<file path="src/rtl/opb_register_bank_ppc2simulink.sv">
// OPB slave register bank: C_N_REGS PPC-writable control registers followed by
// C_N_STATUS read-only status words in one address window. Control registers
// drive the Simulink fabric with data plus a one-cycle write strobe; registers
// flagged in C_AUTOCLR fall back to C_RST_VAL after one cycle (command pulses).
module opb_register_bank_ppc2simulink #(
    parameter logic [31:0] C_BASEADDR   = 32'h01001100,
    parameter logic [31:0] C_HIGHADDR   = 32'h010011FF,
    parameter int          C_OPB_AWIDTH = 32,
    parameter int          C_OPB_DWIDTH = 32,
    parameter int          C_N_REGS     = 4,
    parameter int          C_N_STATUS   = 2,
    parameter logic [31:0] C_RST_VAL    = 32'h00000000,
    parameter logic [15:0] C_AUTOCLR    = 16'h0000,
    parameter              C_FAMILY     = "virtex5"
) (
    input  logic                        OPB_Clk,
    input  logic                        OPB_Rst,
    input  logic [0:C_OPB_AWIDTH-1]     OPB_ABus,
    input  logic [0:C_OPB_DWIDTH/8-1]   OPB_BE,
    input  logic [0:C_OPB_DWIDTH-1]     OPB_DBus,
    input  logic                        OPB_RNW,
    input  logic                        OPB_select,
    input  logic                        OPB_seqAddr,
    output logic [0:C_OPB_DWIDTH-1]     Sl_DBus,
    output logic                        Sl_xferAck,
    output logic                        Sl_errAck,
    output logic                        Sl_retry,
    output logic                        Sl_toutSup,
    output logic [32*C_N_REGS-1:0]      user_data_out,
    output logic [C_N_REGS-1:0]         user_wr_strobe,
    input  logic [32*C_N_STATUS-1:0]    user_data_in
);

    typedef enum logic [1:0] {
        S_IDLE = 2'd0,
        S_ACK  = 2'd1,
        S_GAP  = 2'd2
    } state_t;

    // Family only selects the target; it has no effect on the logic.
    localparam logic FAM_SET = |C_FAMILY;

    state_t        state_q, state_d;

    // Bus view with OPB bit 0 as MSB: a packed copy maps OPB bit 0 to bit 31.
    logic [31:0]   addr;
    logic [31:0]   wdata_in;
    logic [3:0]    be_in;
    logic [31:0]   offset;
    logic [29:0]   idx_d;
    logic          hit;
    logic [31:0]   rd_mux;

    // Transfer captured on the IDLE->ACK edge.
    logic [29:0]   idx_q;
    logic          rnw_q;
    logic [3:0]    be_q;
    logic [31:0]   wdata_q;
    logic [31:0]   rdata_q;

    logic [31:0]   regs_q [C_N_REGS];
    logic [C_N_REGS-1:0] strobe_q;

    logic          unused_ok;

    // Byte-lane merge: be[3] covers bits 31:24 (OPB byte lane 0).
    function automatic logic [31:0] byte_merge(input logic [31:0] old_val,
                                               input logic [31:0] new_val,
                                               input logic [3:0]  be);
        logic [31:0] res;
        res = old_val;
        for (int b = 0; b < 4; b++) begin
            if (be[b]) res[8*b +: 8] = new_val[8*b +: 8];
        end
        return res;
    endfunction

    assign addr     = OPB_ABus;
    assign wdata_in = OPB_DBus;
    assign be_in    = OPB_BE;
    assign offset   = addr - C_BASEADDR;
    assign idx_d    = offset[31:2];
    assign hit      = OPB_select && (addr >= C_BASEADDR) && (addr <= C_HIGHADDR);

    // Read mux: control registers, then status words, otherwise zero.
    always_comb begin
        rd_mux = '0;
        for (int i = 0; i < C_N_REGS; i++) begin
            if (idx_d == 30'(i)) rd_mux = regs_q[i];
        end
        for (int j = 0; j < C_N_STATUS; j++) begin
            if (idx_d == 30'(C_N_REGS + j)) rd_mux = user_data_in[32*j +: 32];
        end
    end

    // State register; reset aborts any transfer in flight.
    always_ff @(posedge OPB_Clk or negedge OPB_Rst) begin
        if (!OPB_Rst) state_q <= S_IDLE;
        else          state_q <= state_d;
    end

    // Next state: one wait cycle, one ack cycle, one gap cycle that ignores select.
    always_comb begin
        state_d = S_IDLE;
        unique case (state_q)
            S_IDLE:  state_d = hit ? S_ACK : S_IDLE;
            S_ACK:   state_d = S_GAP;
            S_GAP:   state_d = S_IDLE;
            default: state_d = S_IDLE;
        endcase
    end

    // Outputs: ack and read data only during ACK.
    always_comb begin
        Sl_xferAck = (state_q == S_ACK);
        Sl_DBus    = (state_q == S_ACK) ? rdata_q : '0;
        Sl_errAck  = 1'b0;
        Sl_retry   = 1'b0;
        Sl_toutSup = 1'b0;
    end

    // Capture address, direction, byte enables, write data and read data on accept.
    always_ff @(posedge OPB_Clk) begin
        if (state_q == S_IDLE && hit) begin
            idx_q   <= idx_d;
            rnw_q   <= OPB_RNW;
            be_q    <= be_in;
            wdata_q <= wdata_in;
            rdata_q <= OPB_RNW ? rd_mux : '0;
        end
    end

    // Control registers: commit at end of ACK, strobe during GAP, auto-clear at end of GAP.
    always_ff @(posedge OPB_Clk or negedge OPB_Rst) begin
        if (!OPB_Rst) begin
            for (int i = 0; i < C_N_REGS; i++) regs_q[i] <= C_RST_VAL;
            strobe_q <= '0;
        end else begin
            strobe_q <= '0;
            for (int i = 0; i < C_N_REGS; i++) begin
                if (state_q == S_ACK && !rnw_q && idx_q == 30'(i)) begin
                    regs_q[i]   <= byte_merge(regs_q[i], wdata_q, be_q);
                    strobe_q[i] <= 1'b1;
                end else if (state_q == S_GAP && C_AUTOCLR[i]) begin
                    regs_q[i]   <= C_RST_VAL;
                end
            end
        end
    end

    for (genvar gi = 0; gi < C_N_REGS; gi++) begin : g_out
        assign user_data_out[32*gi +: 32] = regs_q[gi];
    end

    assign user_wr_strobe = strobe_q;

    assign unused_ok = &{1'b0, OPB_seqAddr, offset[1:0], FAM_SET};

endmodule

</file>
<file path="config.mk">
export PLATFORM = sky130hd
export DESIGN_NAME = opb_register_bank_ppc2simulink
export DESIGN_NICKNAME = d
export VERILOG_FILES = /design/src/rtl/opb_register_bank_ppc2simulink.sv
export SDC_FILE = /design/constraint.sdc
export NUM_CORES = 1
export LEC_CHECK = 0
export CAP_MARGIN = 10
export CORE_AREA = 5 5 171 173
export CTS_BUF_LIST = sky130_fd_sc_hd__clkbuf_16
export DETAILED_ROUTE_END_ITERATION = 7
export DIE_AREA = 0 0 176 178
export DONT_BUFFER_PORTS = 1
export GPL_TIMING_DRIVEN = 0
export PLACE_DENSITY_LB_ADDON = 0.3
export SLEW_MARGIN = 20
export SYNTH_ARGS = -nofsm -noshare
export SYNTH_HDL_FRONTEND = slang
export SYNTH_SLANG_ARGS = --single-unit
</file>
<file path="constraint.sdc">
create_clock -name OPB_Clk -period 12.95 [get_ports OPB_Clk]
set_input_delay 2.59 -clock OPB_Clk [delete_from_list [all_inputs] [get_ports OPB_Clk]]
set_output_delay 2.59 -clock OPB_Clk [all_outputs]
set_load 0.02 [all_outputs]
</file>
# == After elaboration in Yosys (flattened, before gate mapping) ==
# Cells that the tools add are included.
# classes
addsub,1
mul,0
div_mod_pow,0
order_cmp,2
eq_ne,9
shifts,0
muxes,13
bitwise,0
reduce_logical,28
# op_table
operator,count
32-bit 2-to-1 mux,7
"30-bit by 2-bit == test with 1-bit output, second input constant",4
"30-bit by 1-bit == test with 1-bit output, second input constant",2
"30-bit by 3-bit == test with 1-bit output, second input constant",2
30-bit zero test,2
"32-bit by 25-bit greater-or-equal comparator with 1-bit output, second input constant",1
"32-bit by 25-bit <= comparator with 1-bit output, second input constant",1
2-bit AND reduction,16
"32-bit by 25-bit subtractor with 32-bit output, second input constant",1
1-bit logical AND,8
1-bit 2-to-1 mux,5
2-bit case mux with 2 select lines,1
"2-bit by 1-bit == test with 1-bit output, second input constant",1
2-bit zero test,1
1-bit zero test,1
# word_totals
reg_bits,233
latch_bits,0
ram_bits,0
rom_bits,0
inputBits,137
output_inout_bits,168
word_cells,76
mem_count,0

# == Logic depth before layout (Yosys ltp) ==
# logic_depth
depth_word,8
ltp_mapped,11
mapped_depth_nobuf,8

# == Worst setup path before layout ==
# Ideal clock, no wire load.
# synth_path
path_kind,in2reg
start,input port OPB_ABus[6] in the netlist's numbering
end,"register be_q[0], enable pin"
setup_time_ps,678
arrival_ps,10743
required_ps,12272
setup_slack_ps,1529
cell_stages,6
n_path_buf,1
path_cell_list,clkbuf_1 -> nor3_1 -> nand2_1 -> nor2_1 -> or4b_2 -> nor3_1
# synth_between
elab_chain_cells,4
word_cells_on_any_way,5
classes_between,2 x order compare; 3 x reduce/logical
# synth_lines
item,line,rtl
start: declaration,18,"input logic [0:C_OPB_AWIDTH-1] OPB_ABus,"
32-bit by 25-bit greater-or-equal comparator with 1-bit output,83,assign hit = OPB_select && (addr >= C_BASEADDR) && (addr <= C_HIGHADDR);
1-bit logical AND,83,
1-bit logical AND *,83,
1-bit logical AND *,124,if (state_q == S_IDLE && hit) begin
end signal: assignment,127,be_q <= be_in;
end: declaration,57,logic [3:0] be_q;
# Mark *: on every way between the ends. The rest lies on a longest branch, timed or not.
# A chain may end at the register's enable or synchronous reset.

# == Worst setup path in the final report ==
# layout_path
start,input port OPB_ABus[6] in the netlist's numbering
end,"register rdata_q[16], enable pin"
# layout_between
elab_chain_cells,4
word_cells_on_any_way,5
classes_between,2 x order compare; 3 x reduce/logical
# layout_lines
item,line,rtl
32-bit by 25-bit greater-or-equal comparator with 1-bit output,83,
1-bit logical AND,83,
1-bit logical AND *,83,
1-bit logical AND *,124,
end signal: assignment,129,rdata_q <= OPB_RNW ? rd_mux : '0;
end: declaration,59,logic [31:0] rdata_q;
# Marked as above.

==> metrics.md <==
| Metric | Value |
|---|---|
| Hold Slack | `0.554 ns` |
| Most used flip-flop cell after synthesis | `dfrtp_1` |
| Sequential element share of the synthesized area | `0.588` |
| Reg area | `0.00633 mm²` |
| Grt total ovfl | `0` |
| Gr usage total | `0.194` |
| Cell mode on critical path | `buf_4` |
| Critical path fanouts, max | `10` |
| VDD IR max | `0.100 mV` |
| Worst setup EP type | `register` |
| Initial antenna violation count | `5` |
| Yosys top cell by area | `dfrtp_1` |
| Setup Buffers After CTS | `0` |
| Post-cts sizing count | `0` |
| Yosys reg bits | `233` |
| Area grow syn2layout | `13.7%` |
| Pins over their slew limit | `0` |
| Final setup skew | `0.0133 ns` |
| CP startpoint kind | `input port` |
| Die height | `178 µm` |
| Final setup vio count | `0` |
| Crit path kind | `input port to register` |
| Largest family of logic cells by synthesized area | `multiplexers` |
| Core box area | `0.0275 mm²` |
| Largest cells by area after synthesis | `dfrtp_1 (31%), edfxtp_1 (28%), mux2_2 (13%)` |
| WP data arrival | `6.12 ns` |
| Fin crit period | `5.90 ns` |
| Later-pin clock latency in the skew report | `0.53 ns` |
| Netlist cell types | `53` |
| Worst slew pin tran | `0.990 ns` |
| Mean area per synthesized cell | `15.3 µm²` |
| DP Area | `0.0113 mm²` |
| Drt via density | `5.89` |
| Xor and xnor area share after synthesis | `0.0138` |
| PortBufs | `0` |
| Wire per inst | `28.1 µm` |
| Max-cap violations | `0` |
| Simple-Gate Fraction of Synth Area | `0.124` |
| Ys async rst share | `0.575` |
| CTS H-tree depth | `1` |
| Slowest library cell on the worst path | `or4b_2` |
| CTS Sinks | `233` |
| Synth Area in Compound Gates | `0.0472` |
| Mux cell area share after synthesis | `0.201` |
| Final Hold Viols | `0` |
| Worst Slack Setup Final | `7.05 ns` |
| Max transition margin | `0.338` |
| Number of fill cells in the layout | `2514` |
| Post-Synth Adder-Cell Area | `0.00233` |
| PD cells | `127 mW/mm²` |
| Clock Tree Root | `clkbuf_16` |
| Layout cells sized above 1 | `0.349` |
| Gate Count Post-Synth | `702` |
| Achievable Freq | `169 MHz` |
| Post-Syn Area | `0.0108 mm²` |
| Vias | `6578` |
| Critical path required time | `13.17 ns` |
| RSZ-0062 raised after global routing | `false` |
| CTS Buf Count | `27` |
| Design area | `0.0122 mm²` |
| Die area | `0.0313 mm²` |
| Hold_buf cts | `0` |
| Site Rows | `61` |
| Remaining DRCs | `0` |
| Most frequent cells in the layout | `dfrtp_1 (134), mux2_2 (128), edfxtp_1 (99)` |
| Area occupied by multi-input gates | `0.00422 mm²` |
| Reg clk slew, reported paths | `0.06 ns` |
| Largest net degree at the start of global routing | `135` |
| Final net count | `888` |
| Pleak | `0.00479 µW` |
| Final period util | `0.456` |
| WL final | `31400 µm` |
| CP Cell Sequence | `clkbuf_1 > nor3_1 > nand2_1 > nor2_1 > or4b_2 > nor3_2 > buf_6 > buf_4 > buf_4 > buf_4 > buf_4` |
| Vias in the first global route | `6863` |
| Post-DP HPWL | `23600 µm` |
| Dpl ws | `6.52 ns` |
| Overall Power | `1550 µW` |
| Post-synth EDFFs | `99` |
| Worst min path class | `register to register` |
| Final estimated routing congestion in global placement | `0.854` |
| Synth top area share | `0.312` |
| Most common cell after layout, fill and taps aside | `dfrtp_1` |
| CTS max path bufs | `3` |
| Initial core utilization | `0.392` |
| Final TNS setup | `0 ns` |
| IO Pins | `305` |
| CTS tree | `built` |
| Critical Path Max Stage Delay | `0.66 ns` |
| Antenna viol nets, final | `0` |
| First-pass GRT wire length | `46000 µm` |
| Outcome | `complete, no violations` |
| Yosys warns | `0` |
| Iter 0 DRT Violations | `571` |
| Die W | `176 µm` |
| Drt first pass iters | `8` |
## worst max-delay path: cells and delay by family
| kind | cells | cell delay, ns |
|---|---|---|
| buffers and inverters | 6 | 1.28 |
| AND/OR/NAND/NOR | 5 | 2.24 |
## metal layers
metal | global-route usage | wire length [µm]
met5 | 0 | 44
met4 | 0.0517 | 884
met3 | 0.0708 | 3110
met2 | 0.318 | 15100
met1 | 0.247 | 12300
## path summary, 6_finish.rpt
check,startpoint,endpoint,slack (ns),cells past startpoint
setup / recovery,OPB_ABus[6],rdata_q[16]$_SDFFCE_PN0P_,7.05,11
max in group asynchronous,OPB_Rst,user_data_out[95]$_DFFE_PN0P_,10.97,0
setup reg to reg,state_q[1]$_DFF_PN0_,user_data_out[106]$_DFFE_PN0P_,9.36,7
min in group asynchronous,OPB_Rst,user_data_out[105]$_DFFE_PN0P_,1.76,0
hold / removal,idx_q[2]$_DFFE_PP_,user_wr_strobe[3]$_DFF_PN0_,0.55,3
hold reg to reg,idx_q[2]$_DFFE_PP_,user_wr_strobe[3]$_DFF_PN0_,0.55,3
## where the power goes
part	internal [µW]	total, µW	switching [µW]
combinational	19.3	47.7	28.4
sequential	770	770	0.00000291
clock	440	737	297
total	1230	1550	326
## Yosys cell counts (3+ instances only)
cell,number
nor4b_4,3
or3_1,3
a21oi_1,3
or4_1,3
a222oi_1,32
edfxtp_1,99
nand3_1,4
buf_6,4
buf_1,3
dfrtp_1,134
nor4_1,11
nand2b_1,3
o21ai_0,5
clkbuf_1,36
and2_1,35
nand4_1,4
xor2_1,7
buf_4,3
inv_1,5
nor2b_1,4
mux2_2,128
nor3_1,16
xnor2_1,10
and3_1,8
nor4b_2,27
or2_2,3
nor4b_1,8
buf_2,5
nor2_1,19
nand2_1,18
mux4_2,32
## registers in the layout, summed over array words and instances, names as in the netlist
register        flops
wdata_q            32
rdata_q            32
idx_q              30
user_data_out     128
rnw_q               1
user_wr_strobe      4
be_q                4
state_q             2
## cells by family (layout without fill, tap and decap cells)
| family | after synthesis | in the layout |
|---|---|---|
| flops | 233 | 233 |
| compound gates | 55 | 55 |
| xor+xnor | 17 | 17 |
| mux | 160 | 160 |
| fa+ha+maj | 2 | 2 |
| buf+inv | 56 | 120 |
| other cells | 1 | 6 |
| simple gates | 178 | 178 |
## cell type report
class / count / area share
Antenna cell: 3 / 0.000613
Sequential cell: 233 / 0.517
Clock buffer: 29 / 0.0593
Inverter: 5 / 0.00153
Timing Repair Buffer: 16 / 0.0110
Clock inverter: 19 / 0.0111
Buffer: 51 / 0.0195
Tap cell: 346 / 0.0354
Multi-Input combinational cell: 415 / 0.345
## stage by stage
| step | cells | util |
|---|---|---|
| CTS | 1113 | 0.444 |
| floorplan | 704 | - |
| detailed placement | 1065 | 0.413 |
| global route | 1116 | 0.445 |
| global placement | 1050 | 0.408 |
| finish | 1117 | 0.445 |
Note: power is estimated with default switching activity, not from simulation.
